### src/rtl/obstacle_spawner.sv
// Obstacle spawn controller: arms the down counter with a random interval,
// then emits a spawn pulse with a random obstacle type when it expires.
module obstacle_spawner #(
  parameter int          COUNT_W   = 9,
  parameter logic [7:0]  LFSR_SEED = 8'hA5,
  parameter int          HOLDOFF   = 2
) (
  input  logic               clock,
  input  logic               reset,
  input  logic               enable,
  input  logic               clear_stats,
  input  logic [COUNT_W-1:0] count,
  output logic               load_en,
  output logic [1:0]         load_value,
  output logic               spawn,
  output logic [1:0]         obstacle_type,
  output logic [7:0]         spawned_count,
  output logic               busy
);

  typedef enum logic [2:0] {
    IDLE,
    LOAD,
    HOLD,
    WATCH,
    SPAWN
  } state_t;

  // An all-zero seed would lock the LFSR up forever.
  localparam logic [7:0] SEED =
    (LFSR_SEED == 8'h00) ? 8'h01 : LFSR_SEED;
  localparam logic [3:0] HOLD_INIT = 4'(HOLDOFF);
  localparam bit SKIP_HOLD = (HOLDOFF == 0);

  state_t     state;
  state_t     state_d;
  logic [7:0] lfsr;
  logic [7:0] lfsr_d;
  logic [3:0] holdcnt;
  logic [3:0] holdcnt_d;
  logic [7:0] cnt_d;
  logic [1:0] type_d;

  function automatic logic [7:0] lfsr_step(
    input logic [7:0] v
  );
    return {v[6:0], v[7] ^ v[5] ^ v[4] ^ v[3]};
  endfunction

  always_comb begin
    state_d   = state;
    lfsr_d    = lfsr;
    holdcnt_d = holdcnt;
    cnt_d     = spawned_count;
    type_d    = obstacle_type;

    unique case (state)
      IDLE: begin
        if (enable) state_d = LOAD;
      end
      LOAD: begin
        holdcnt_d = HOLD_INIT;
        state_d   = SKIP_HOLD ? WATCH : HOLD;
      end
      HOLD: begin
        if (holdcnt != 4'd0) holdcnt_d = holdcnt - 4'd1;
        // Dropping enable aborts; otherwise wait out the stale count.
        if (!enable)
          state_d = IDLE;
        else if (holdcnt <= 4'd1)
          state_d = WATCH;
      end
      WATCH: begin
        if (!enable)
          state_d = IDLE;
        else if (count == '0)
          state_d = SPAWN;
      end
      SPAWN: begin
        lfsr_d  = lfsr_step(lfsr);
        state_d = enable ? LOAD : IDLE;
      end
      default: state_d = IDLE;
    endcase

    if (state_d == SPAWN) begin
      type_d = lfsr[3:2];
      cnt_d  = (spawned_count == 8'hFF) ?
               8'hFF : spawned_count + 8'd1;
    end

    // Clearing beats a coincident increment.
    if (clear_stats) cnt_d = 8'h00;
  end

  // Outputs are registered from the next state so they line up with it.
  always_ff @(posedge clock or posedge reset) begin
    if (reset) begin
      state         <= IDLE;
      lfsr          <= SEED;
      holdcnt       <= 4'd0;
      load_en       <= 1'b0;
      load_value    <= 2'b00;
      spawn         <= 1'b0;
      obstacle_type <= 2'b00;
      spawned_count <= 8'h00;
      busy          <= 1'b0;
    end else begin
      state         <= state_d;
      lfsr          <= lfsr_d;
      holdcnt       <= holdcnt_d;
      load_en       <= (state_d == LOAD);
      load_value    <= (state_d == LOAD) ?
                       lfsr_d[1:0] : 2'b00;
      spawn         <= (state_d == SPAWN);
      obstacle_type <= type_d;
      spawned_count <= cnt_d;
      busy          <= (state_d != IDLE);
    end
  end

endmodule

### config.mk
export PLATFORM = sky130hd
export DESIGN_NAME = obstacle_spawner
export DESIGN_NICKNAME = d
export VERILOG_FILES = /design/src/rtl/obstacle_spawner.sv
export SDC_FILE = /design/constraint.sdc
export NUM_CORES = 1
export LEC_CHECK = 0
export BUFFER_PORTS_ARGS = -buffer_cell sky130_fd_sc_hd__buf_4
export CORE_MARGIN = 8
export CORE_UTILIZATION = 49
export CTS_CLUSTER_DIAMETER = 80
export DETAILED_ROUTE_END_ITERATION = 16
export PLACE_DENSITY_LB_ADDON = 0.08
export REMOVE_ABC_BUFFERS = 1
export SETUP_SLACK_MARGIN = 0.4
export SLEW_MARGIN = 30
export SYNTH_ARGS = -nofsm -noshare
export SYNTH_HDL_FRONTEND = slang
export SYNTH_SLANG_ARGS = --single-unit
### constraint.sdc
create_clock -name clock -period 1.68 [get_ports clock]
set_clock_uncertainty 0.05 [all_clocks]
set_input_delay 0.084 -clock clock [delete_from_list [all_inputs] [get_ports clock]]
set_output_delay 0.084 -clock clock [all_outputs]
set_load 0.05 [all_outputs]
==> reports/results.ini <==
[outcome]
status=finished, final reports clean

[route]
vias_per_cell=5.79
dr.pass1.iters=4
vias=1298
wl_per_cell_um=17.3
ant_nets=0
drc=0
wirelength_um=3890
drt_iter0_drc=59

[global_routing]
overflow=0
antenna_found_initial=0
grt_pass1_vias=1336
grt_pass1_wl_um=6200
grtUsageTotal_pct=15.4
grt_max_degree=31

[clocking]
ctsLongestPathBuffers=2
cts.sinks=30
tritoncts.num_buffers=5
ctsRootBufferMaster=clkbuf_4
cts_max_level=2
clk-insertion-delay-late_ns=0.33
path_clk_slew_ns=0.10
tritoncts=done

[setup_path]
cpPeakStageDelay_ns=0.41
critPathKind=flip-flop to flip-flop
critical_path_arrival_ns=1.67
critPathBufInv=1
cp_slowest_cell=dfrtp_1
crit_path_max_fanout=4
cp-end-kind=flip-flop
crit_family=compound AO/OA/AOI/OAI gates
cp_cell_sequence=inv_2 -> ha_4 -> a211oi_4 -> mux2i_1 -> a21oi_1
crit_required_ns=1.85
worst-path-stages=5
startpoint_type=flip-flop
r2r_cells=5

[place]
gp_congestion=0.790
dp_hpwl_um=2230
io_buffers=27

[synthesis]
synth_area_leaders=dfrtp_1 (44%), dfstp_2 (7.1%), mux2_2 (4.6%), nor3_1 (3.7%), ha_1 (3.4%)
synth_flop_cell=dfrtp_1
ys_ff_latch=30
synthDistinctLibCells=41
synth.largest_area_cell=dfrtp_1
synth_commonest_cells=dfrtp_1 (26), nor3_1 (11), nand2_1 (10), nor2_1 (9)
syn_avg_cell_area_um2=11.1
async_reset_ff_share_pct=100
synth_enable_flop_cells=0
synth_area_mm2=0.00147
yosys_warnings=0
seq_area_frac_synth_pct=51.3
synth_top_area_share_pct=44.1
synthMostInstantiatedCell=dfrtp_1
syn_inst=133

[sta]
hold_viol=0
slew_headroom_pct=74.5
drv_slew=0
maxClockFrequency_ghz=0.670
final.setup.tns_ns=0
worst_pin_slew_ns=0.383
rsz0062_at_grt=true
fin_crit_sh_pct=88.9
fin_crit_ns=1.49
whs_ns=0.0133
setup_violations=0

[die]
core_area_mm2=0.00295
die_h_um=70.8
start_util_pct=49.9
rows=20
die_area_mm2=0.00502
io_pins=28
die_w_um=70.8

[finish]
layout.nets=207
fin_util_pct=74.3
syn2layout_area_growth_pct=48.9
insertedDiodeCount=0
drive_gt1_share_pct=59.7
fillers=200

[pwr]
cellPowerDensity_mw_per_mm2=1110
p_leak_nw=0.972
vdd_drop_max_mv=0.514

[hold_path]
whs_path_depth=2
hp-class=input pin to flip-flop

[run]
drv_cap=0

-- worst paths after layout --
check	startpoint	to	slack, ns
worst max-delay path	holdcnt[0]	holdcnt[1]	0.19
worst min-delay path	enable	state[0]	0.01
worst max register to register	holdcnt[0]	holdcnt[1]	0.19
worst min register to register	obstacle_type[0]	obstacle_type[0]	0.45
max in group asynchronous	reset	spawned_count[0]	0.94
min in group asynchronous	reset	lfsr[3]	0.32
-- cell families after synthesis --
group	after synthesis	share of synthesized area [%]
AOI/OAI and AO/OA	25	12.9
xor gates and xnor gates	5	2.97
adders and majority gates	4	3.40
buffers and inverters	13	4.50
DFF	30	51.3
muxes	8	6.03
and+or+nand+nor	48	18.9
-- routing by layer --
layer	wire length [µm]	global-route usage (%)
met5	0	0
met3	181	5.37
met1	1540	16.6
met4	71	5.54
met2	2090	27.2
-- sequential cells by signal, indices dropped and copies added, names as in the netlist --
| name | count |
|---|---|
| holdcnt | 4 |
| load_en | 1 |
| obstacle_type | 2 |
| spawned_count | 8 |
| load_value | 2 |
| spawn | 1 |
| lfsr | 8 |
| state | 3 |
| busy | 1 |
-- through the flow --
stage / area, µm² / cells / worst slack, ns / power [W]
floorplan: 1450 / 129 / 0.0164 / 0.00130
global placement: 1740 / 196 / 0.132 / 0.00145
detailed placement: 1740 / 196 / 0.0731 / 0.00147
CTS: 2110 / 220 / 0.232 / 0.00231
global route: 2190 / 224 / 0.122 / 0.00256
finish: 2190 / 224 / 0.187 / 0.00243
-- power by group --
part	total [W]	internal (W)	switching, W	leakage [nW]
clock	0.000466	0.000201	0.000265	0.0343
combinational	0.00108	0.000510	0.000566	0.555
sequential	0.000892	0.000809	0.0000827	0.383
total	0.00243	0.00152	0.000914	0.972
-- timing repair --
| action | 4_1_cts | 5_1_grt |
|---|---|---|
| hold buffers | 3 | 0 |
| hold endpoints to repair | 35 | 0 |
| gates resized for setup | 40 | 16 |
| setup endpoints to repair | 26 | 24 |
| buffers inserted | 13 | 4 |
| pin swaps | 20 | 10 |
-- area by class of cell --
| type | count | area [µm²] | share of cell area, % |
|---|---|---|---|
| inverters | 9 | 38.8 | 1.77 |
| clock inverters | 2 | 12.5 | 0.570 |
| clock buffers | 6 | 51.3 | 2.34 |
| flip-flops and latches | 30 | 762 | 34.7 |
| well taps | 33 | 41.3 | 1.88 |
| multi-input cells | 90 | 833 | 38.0 |
| repair buffers | 54 | 455 | 20.8 |
-- cell usage in the layout (no fill, tap or decap), types with 6 or more instances in the layout --
master and n:
dfrtp_1 21, buf_6 8, a21oi_1 7, nor3_2 6, mux2_2 6, nor3_1 6, buf_4 42, nand2_1 6
No activity file was read; power rests on OpenSTA's default activity.
